===== src/rtl/pipe_stage_reg_pkg.sv =====
// Shared constants for the inter-stage pipeline registers.
// Holds reset address and default field widths.
package pipe_stage_reg_pkg;

  localparam int DATA_W_DEF = 32;
  localparam int A3_W_DEF   = 5;
  localparam int TNEW_W_DEF = 2;

  localparam logic [31:0] INITIAL_ADDRESS = 32'h0000_3000;

endpackage


===== src/rtl/pipe_stage_reg_if.sv =====
// Bundle between an upstream stage, the stage register and
// the downstream stage / hazard unit.
interface pipe_stage_reg_if
  import pipe_stage_reg_pkg::*;
#(
  parameter int DATA_W = DATA_W_DEF,
  parameter int A3_W   = A3_W_DEF,
  parameter int TNEW_W = TNEW_W_DEF
);

  logic              stall;
  logic              flush;
  logic              in_valid;
  logic [DATA_W-1:0] in_pc;
  logic [DATA_W-1:0] in_instr;
  logic [DATA_W-1:0] in_v1;
  logic [DATA_W-1:0] in_v2;
  logic [DATA_W-1:0] in_e32;
  logic [A3_W-1:0]   in_a3;
  logic [TNEW_W-1:0] in_tnew;

  logic              out_valid;
  logic [DATA_W-1:0] out_pc;
  logic [DATA_W-1:0] out_instr;
  logic [DATA_W-1:0] out_v1;
  logic [DATA_W-1:0] out_v2;
  logic [DATA_W-1:0] out_e32;
  logic [A3_W-1:0]   out_a3;
  logic [TNEW_W-1:0] out_tnew;
  logic              fwd_ready;

  modport master (
    output stall, flush, in_valid, in_pc, in_instr,
    output in_v1, in_v2, in_e32, in_a3, in_tnew,
    input  out_valid, out_pc, out_instr, out_v1,
    input  out_v2, out_e32, out_a3, out_tnew, fwd_ready
  );

  modport slave (
    input  stall, flush, in_valid, in_pc, in_instr,
    input  in_v1, in_v2, in_e32, in_a3, in_tnew,
    output out_valid, out_pc, out_instr, out_v1,
    output out_v2, out_e32, out_a3, out_tnew, fwd_ready
  );

endinterface


===== src/rtl/pipe_stage_reg_tnew_sat_dec.sv =====
// Saturating Tnew decrement: an instruction one stage older
// needs one cycle less, but never goes below zero.
module tnew_sat_dec #(
  parameter int W = 2
) (
  input  logic [W-1:0] i_tnew,
  output logic [W-1:0] o_tnew
);

  assign o_tnew = (i_tnew == '0) ? '0 : i_tnew - W'(1);

endmodule


===== src/rtl/pipe_stage_reg.sv =====
// Generic pipeline boundary register (D/E, E/M, M/W) with
// hold/bubble stall, flush and Tnew aging.
module pipe_stage_reg
  import pipe_stage_reg_pkg::*;
#(
  parameter int              DATA_W     = DATA_W_DEF,
  parameter int              A3_W       = A3_W_DEF,
  parameter int              TNEW_W     = TNEW_W_DEF,
  parameter int              TNEW_DEC   = 0,
  parameter int              STALL_MODE = 0,
  parameter logic [DATA_W-1:0] RESET_PC = DATA_W'(INITIAL_ADDRESS)
) (
  input logic             clk,
  input logic             reset,
  pipe_stage_reg_if.slave bus
);

  localparam int PAY_W  = 5 * DATA_W + A3_W;
  localparam int ZERO_W = 4 * DATA_W + A3_W;
  localparam int O_E32  = A3_W;
  localparam int O_V2   = A3_W + DATA_W;
  localparam int O_V1   = A3_W + 2 * DATA_W;
  localparam int O_INS  = A3_W + 3 * DATA_W;
  localparam int O_PC   = A3_W + 4 * DATA_W;

  logic [PAY_W-1:0]  r_pay;
  logic              r_valid;
  logic [TNEW_W-1:0] r_tnew;
  logic [TNEW_W-1:0] w_tnew_ld;
  logic [A3_W-1:0]   w_a3_ld;

  generate
    if (TNEW_DEC != 0) begin : g_dec
      tnew_sat_dec #(.W(TNEW_W)) u_dec (
        .i_tnew (bus.in_tnew),
        .o_tnew (w_tnew_ld)
      );
    end else begin : g_pass
      assign w_tnew_ld = bus.in_tnew;
    end
  endgenerate

  // An empty slot must never look like a register writer.
  assign w_a3_ld = bus.in_valid ? bus.in_a3 : '0;

  always_ff @(posedge clk or negedge reset) begin
    if (!reset) begin
      r_pay   <= {RESET_PC, {ZERO_W{1'b0}}};
      r_valid <= 1'b0;
      r_tnew  <= '0;
    end else if (bus.flush) begin
      r_pay   <= {RESET_PC, {ZERO_W{1'b0}}};
      r_valid <= 1'b0;
      r_tnew  <= '0;
    end else if (bus.stall) begin
      if (STALL_MODE != 0) begin
        r_pay   <= {bus.in_pc, {ZERO_W{1'b0}}};
        r_valid <= 1'b0;
        r_tnew  <= '0;
      end
    end else begin
      r_pay   <= {bus.in_pc, bus.in_instr, bus.in_v1,
                  bus.in_v2, bus.in_e32, w_a3_ld};
      r_valid <= bus.in_valid;
      r_tnew  <= bus.in_valid ? w_tnew_ld : '0;
    end
  end

  assign bus.out_valid = r_valid;
  assign bus.out_pc    = r_pay[O_PC  +: DATA_W];
  assign bus.out_instr = r_pay[O_INS +: DATA_W];
  assign bus.out_v1    = r_pay[O_V1  +: DATA_W];
  assign bus.out_v2    = r_pay[O_V2  +: DATA_W];
  assign bus.out_e32   = r_pay[O_E32 +: DATA_W];
  assign bus.out_a3    = r_pay[A3_W-1:0];
  assign bus.out_tnew  = r_tnew;

  assign bus.fwd_ready = r_valid
                       && (bus.out_a3 != '0)
                       && (r_tnew == '0);

endmodule


===== src/flat_wrapper.sv =====
// flat-port wrapper written by rule: the top's interface ports become plain ports
module pipe_stage_reg_flat import pipe_stage_reg_pkg::*;
#(
  parameter int              DATA_W     = DATA_W_DEF,
  parameter int              A3_W       = A3_W_DEF,
  parameter int              TNEW_W     = TNEW_W_DEF,
  parameter int              TNEW_DEC   = 0,
  parameter int              STALL_MODE = 0,
  parameter logic [DATA_W-1:0] RESET_PC = DATA_W'(INITIAL_ADDRESS)
)
  (clk, reset, bus_stall, bus_flush, bus_in_valid, bus_in_pc, bus_in_instr, bus_in_v1, bus_in_v2, bus_in_e32, bus_in_a3, bus_in_tnew, bus_out_valid, bus_out_pc, bus_out_instr, bus_out_v1, bus_out_v2, bus_out_e32, bus_out_a3, bus_out_tnew, bus_fwd_ready);
  pipe_stage_reg_if #(.DATA_W(DATA_W), .A3_W(A3_W), .TNEW_W(TNEW_W)) bus_i ();
  input logic clk;
  input logic reset;
  input wire logic [$bits(bus_i.stall)-1:0] bus_stall;
  input wire logic [$bits(bus_i.flush)-1:0] bus_flush;
  input wire logic [$bits(bus_i.in_valid)-1:0] bus_in_valid;
  input wire logic [$bits(bus_i.in_pc)-1:0] bus_in_pc;
  input wire logic [$bits(bus_i.in_instr)-1:0] bus_in_instr;
  input wire logic [$bits(bus_i.in_v1)-1:0] bus_in_v1;
  input wire logic [$bits(bus_i.in_v2)-1:0] bus_in_v2;
  input wire logic [$bits(bus_i.in_e32)-1:0] bus_in_e32;
  input wire logic [$bits(bus_i.in_a3)-1:0] bus_in_a3;
  input wire logic [$bits(bus_i.in_tnew)-1:0] bus_in_tnew;
  output wire logic [$bits(bus_i.out_valid)-1:0] bus_out_valid;
  output wire logic [$bits(bus_i.out_pc)-1:0] bus_out_pc;
  output wire logic [$bits(bus_i.out_instr)-1:0] bus_out_instr;
  output wire logic [$bits(bus_i.out_v1)-1:0] bus_out_v1;
  output wire logic [$bits(bus_i.out_v2)-1:0] bus_out_v2;
  output wire logic [$bits(bus_i.out_e32)-1:0] bus_out_e32;
  output wire logic [$bits(bus_i.out_a3)-1:0] bus_out_a3;
  output wire logic [$bits(bus_i.out_tnew)-1:0] bus_out_tnew;
  output wire logic [$bits(bus_i.fwd_ready)-1:0] bus_fwd_ready;
  assign bus_i.stall = bus_stall;
  assign bus_i.flush = bus_flush;
  assign bus_i.in_valid = bus_in_valid;
  assign bus_i.in_pc = bus_in_pc;
  assign bus_i.in_instr = bus_in_instr;
  assign bus_i.in_v1 = bus_in_v1;
  assign bus_i.in_v2 = bus_in_v2;
  assign bus_i.in_e32 = bus_in_e32;
  assign bus_i.in_a3 = bus_in_a3;
  assign bus_i.in_tnew = bus_in_tnew;
  assign bus_out_valid = bus_i.out_valid;
  assign bus_out_pc = bus_i.out_pc;
  assign bus_out_instr = bus_i.out_instr;
  assign bus_out_v1 = bus_i.out_v1;
  assign bus_out_v2 = bus_i.out_v2;
  assign bus_out_e32 = bus_i.out_e32;
  assign bus_out_a3 = bus_i.out_a3;
  assign bus_out_tnew = bus_i.out_tnew;
  assign bus_fwd_ready = bus_i.fwd_ready;
  pipe_stage_reg #(.DATA_W(DATA_W), .A3_W(A3_W), .TNEW_W(TNEW_W), .TNEW_DEC(TNEW_DEC), .STALL_MODE(STALL_MODE), .RESET_PC(RESET_PC)) u_core (.clk(clk), .reset(reset), .bus(bus_i));
endmodule

===== config.mk =====
export PLATFORM = sky130hd
export DESIGN_NAME = pipe_stage_reg_flat
export DESIGN_NICKNAME = d
export VERILOG_FILES = /design/src/rtl/pipe_stage_reg_pkg.sv /design/src/rtl/pipe_stage_reg_if.sv /design/src/rtl/pipe_stage_reg_tnew_sat_dec.sv /design/src/rtl/pipe_stage_reg.sv /design/src/flat_wrapper.sv
export SDC_FILE = /design/constraint.sdc
export NUM_CORES = 1
export LEC_CHECK = 0
export ABC_CLOCK_PERIOD_IN_PS = 1750
export CAP_MARGIN = 40
export CORE_MARGIN = 10
export CORE_UTILIZATION = 40
export CTS_CLUSTER_DIAMETER = 150
export DETAILED_ROUTE_END_ITERATION = 7
export HOLD_SLACK_MARGIN = 0.1
export PLACE_DENSITY = 0.8
export REMOVE_ABC_BUFFERS = 1
export SYNTH_ARGS = -nofsm -noshare
export SYNTH_HDL_FRONTEND = slang
export SYNTH_SLANG_ARGS = --single-unit
export TNS_END_PERCENT = 20

===== constraint.sdc =====
create_clock -name clk -period 1.75 [get_ports clk]
set_input_delay 0.35 -clock clk [delete_from_list [all_inputs] [get_ports clk]]
set_output_delay 0.35 -clock clk [all_outputs]
set_load 0.05 [all_outputs]

# Word level (Yosys, flattened, before mapping)
# Cells that the tools add are included.
totals:
  reg_bits: 168
  input_bits: 172
  elab_cells: 16
op_classes:
  eq_ne: 1
  muxes: 8
  reduce_logical: 4
op_table:
  columns: ["op", "count"]
  rows:
  - ["165-bit 2-to-1 mux", 2]
  - ["2-bit 2-to-1 mux", 3]
  - ["5-bit 2-to-1 mux", 1]
  - ["5-bit nonzero test", 1]
  - ["1-bit logical AND", 2]
  - ["2-bit zero test", 1]
  - ["1-bit 2-to-1 mux", 2]
  - ["2-bit by 1-bit != test with 1-bit output, second input constant", 1]

# Longest topological paths before layout
depth:
  depth_word: 3
  mapped_depth: 5

# Worst setup path before layout
# No wires, ideal clock.
synth_path:
  kind: "register to output"
  startpoint: "register u_core.r_pay[0]"
  endpoint: "output bus_fwd_ready"
  arrival_ps: 1505
  required_time_ps: 1400
  path_slack_ps: -105
  stages_incl_launch_ff: 3
  cell_sequence: "dfrtp_1 or4_1 o211a_1"
synth_between:
  elab_chain_len: 3
synth_rtl:
  columns: ["element", "line", "source"]
  rows:
  - ["from (decl)", "pipe_stage_reg.sv:26", "logic [PAY_W-1:0] r_pay;"]
  - ["from (signal assigned)", "pipe_stage_reg.sv:48", "r_pay <= {RESET_PC, {ZERO_W{1'b0}}};"]
  - ["from (signal assigned)", "pipe_stage_reg.sv:52", "r_pay <= {RESET_PC, {ZERO_W{1'b0}}};"]
  - ["from (signal assigned)", "pipe_stage_reg.sv:57", "r_pay <= {bus.in_pc, {ZERO_W{1'b0}}};"]
  - ["5-bit nonzero test", "pipe_stage_reg.sv:79", "&& (bus.out_a3 != '0)"]
  - ["1-bit logical AND", "pipe_stage_reg.sv:79", null]
  - ["1-bit logical AND", "pipe_stage_reg.sv:80", "&& (r_tnew == '0);"]
  - ["to (decl)", "flat_wrapper.sv:33", "output wire logic [$bits(bus_i.fwd_ready)-1:0] bus_fwd_ready;"]
# Every way passes these cells.

# Final worst setup path
layout_path:
  startpoint: "register u_core.r_pay[4]"
  endpoint: "output bus_fwd_ready"
# Same word-level chain as after synthesis.

==> reports/metrics.cfg <==
[cts]
cts_tree=done
root_buffer=clkbuf_16
htreeDepth=4
clkLatencyLatePin_ps=420
clock-sinks=168
cts_buffer_depth=2
clkTransAtPathRegs_ps=70
numCtsBuffers=17

[synthesis]
synth_most_common_cell=dfrtp_1
synth_top_area_share=0.6058
ys_top_cells_by_count=dfrtp_1 (166), nor2_1 (160), mux2i_1 (159)
syn_inst=554
synth_flop_cell=dfrtp_1
ys_seq_area_frac=0.6135
avgSynthCellArea_um2=12.38
ys_types=16
netlist_area_mm2=0.006857
ys_async_sr_fraction=1.000
synthTopCellsByArea=dfrtp_1 (61%), mux2i_1 (23%), nor2_1 (8.8%), buf_6 (2.8%), dfstp_2 (0.77%)
synth_edf_count=0
yosys.area.top_type=dfrtp_1
synth.ff_latch_count=168
synth_warnings=0

[timing]
min_period_over_period=1.219
finalHoldViolations=0
rsz0062_at_grt=yes
report.final.slew_viol_count=0
fmaxAchievable_ghz=0.4688
worstMarginPinSlew_ps=412.2
slew_headroom=0.7252
layout_min_cycle_time_ps=2133
setup_violations=1
fin_skew_ps=0
layout_setup_ws_ps=-383.2

[worst_setup_path]
worstSetupStartpointType=register
max_stage_delay_ps=550
path_max_fanout=2
arrival_ps=1780
critPathKind=register to primary output
end_kind=primary output
r2r_end=u_core.r_pay[4]
slowest_stage=or4_4
rrSetupSlack_ps=960
crit_chain=or4_4 -> o211a_1 -> buf_6
required_ps=1400
reg2reg_depth=3
reg2reg_from=u_core.r_pay[4]

[final_layout]
final_area_mm2=0.01080
final_layout_size_suffix_gt1_frac=0.2527
fin_util=0.6465
antenna_cells=0
synthToLayoutAreaGrowth_pct=57.46
nets=1069

[outcome]
violations=negative setup slack
status=finished with violations

[routing]
firstDrtPassIters=5
drt_iter0_drc=164
vias_per_cell=4.761
wl_mm=21.66
vias=5380
drtAntennaViolNets=0
wl_per_cell_um=19.17
drc=0

[min_path]
whs_path_depth=2
holdCritPathClass=primary input to register
holdPathEnd=u_core.r_pay[67]
min-delay-start=bus_flush

[floorplanning]
floorplan.initialDensity=0.4105
fp.dieH_um=150.9
num_io_pins=341
fp.dieW_um=150.9
die_area_mm2=0.02278
core_area_mm2=0.01670
fp-row-count=47

[global_routing]
grt.total_usage=0.1868
grt_pass1_wl_mm=32.79
grt_pass1_vias=5689
gr-total-overflow=0
antenna_found_initial=0
grt_max_degree=89

[power]
power.density_mw_per_mm2=947.1
vdd_ir_drop_max_mv=0.5858
cellLeakagePower_nw=5.560

[job]
maxCapViolCount=0

[placed_design]
gp_congestion=0.7858
port_buffers=340
placed_area_mm2=0.01018
post-dp-hpwl_mm=16.72

metrics by stage:
stage / TNS, ps / cells / total power [mW] / setup WS (ps) / hold WS (ps)
after floorplan: -104.7 / 514 / 5.384 / -104.7 / 54.41
after global placement: 0 / 1095 / 6.548 / 42.62 / 283.0
after detailed placement: 0 / 1095 / 6.583 / 0.6939 / 278.6
after CTS: -415.8 / 1129 / 10.33 / -415.8 / 111.1
after global routing: -404.2 / 1130 / 10.63 / -404.2 / 108.7
final: -383.2 / 1130 / 10.23 / -383.2 / 126.3
cell families (layout without fill, tap and decap cells):
logic type | after synthesis | after routing | synth area share
compound gates | 10 | 10 | 0.009124
mux | 159 | 159 | 0.2321
simple gates | 177 | 177 | 0.1020
flops | 168 | 168 | 0.6135
buf+inv | 40 | 396 | 0.04325
placed cells by master (no fill, tap or decap), types with 3 or more instances in the layout:
master | synthesis | layout
nand3b_1 | 7 | 7
clkbuf_16 | 0 | 17
buf_4 | 3 | 176
nand2_1 | 7 | 7
nor2_1 | 160 | 160
mux2i_1 | 159 | 159
clkinv_4 | 0 | 4
inv_6 | 0 | 4
dfrtp_1 | 166 | 166
clkdlybuf4s50_1 | 0 | 168
a21oi_1 | 7 | 7
clkbuf_8 | 0 | 3
buf_12 | 0 | 16
worst max path at each step:
stage	startpoint	end	slack, ps	depth (start not counted)
after detailed placement	u_core.r_pay[0]	bus_fwd_ready	0.7	3
after global routing	u_core.r_pay[4]	bus_fwd_ready	-400	3
final	u_core.r_pay[4]	bus_fwd_ready	-380	3
after floorplan	u_core.r_pay[0]	bus_fwd_ready	-100	2
after CTS	u_core.r_pay[4]	bus_fwd_ready	-420	3
after global placement	u_core.r_pay[0]	bus_fwd_ready	40	3
timing repair:
action,4_1_cts,5_1_grt
hold buffers,1,0
resized for setup,2,0
buffers inserted,1,1
endpoints found under the hold margin,32,0
gates cloned,0,0
pin swaps,2,1
endpoints found under the setup margin,1,1
area by class of cell:
class,instances,area [um2]
tap,220,275.3
multi-input combinational,346,2357
fill,1333,5904
timing repair buffer,364,3369
clock inverter,13,135.1
clock buffer,19,452.9
sequential,168,4207
state kept, by name, summed over array words and instances (netlist names):
signal                count
u_core.bus.out_valid      1
u_core.r_pay            165
u_core.bus.out_tnew       2
worst max-delay path, delay by kind of cell (launching register included):
family          cells  cell delay (ps)
buf+inv             1              160
compound gates      1              260
flops               1              390
simple gates        1              550
power breakdown:
part | switching [mW] | leakage, nW | internal [mW] | total, mW
combinational | 1.35 | 3.04 | 0.916 | 2.27
sequential | 0.126 | 2.23 | 4.10 | 4.23
clock | 1.65 | 0.289 | 2.08 | 3.73
total | 3.13 | 5.56 | 7.10 | 10.2
routing by layer:
metal / GRT usage / wire [um] / vias up / part of all wire
li1: - / - / 2537 / -
met1: 0.2094 / 8217 / 2556 / 0.38
met2: 0.3036 / 10520 / 253 / 0.49
met3: 0.08920 / 2455 / 34 / 0.11
met4: 0.06978 / 470 / 0 / 0.022
met5: 0 / 0 / - / 0
No activity file was read; power rests on OpenSTA's default activity.
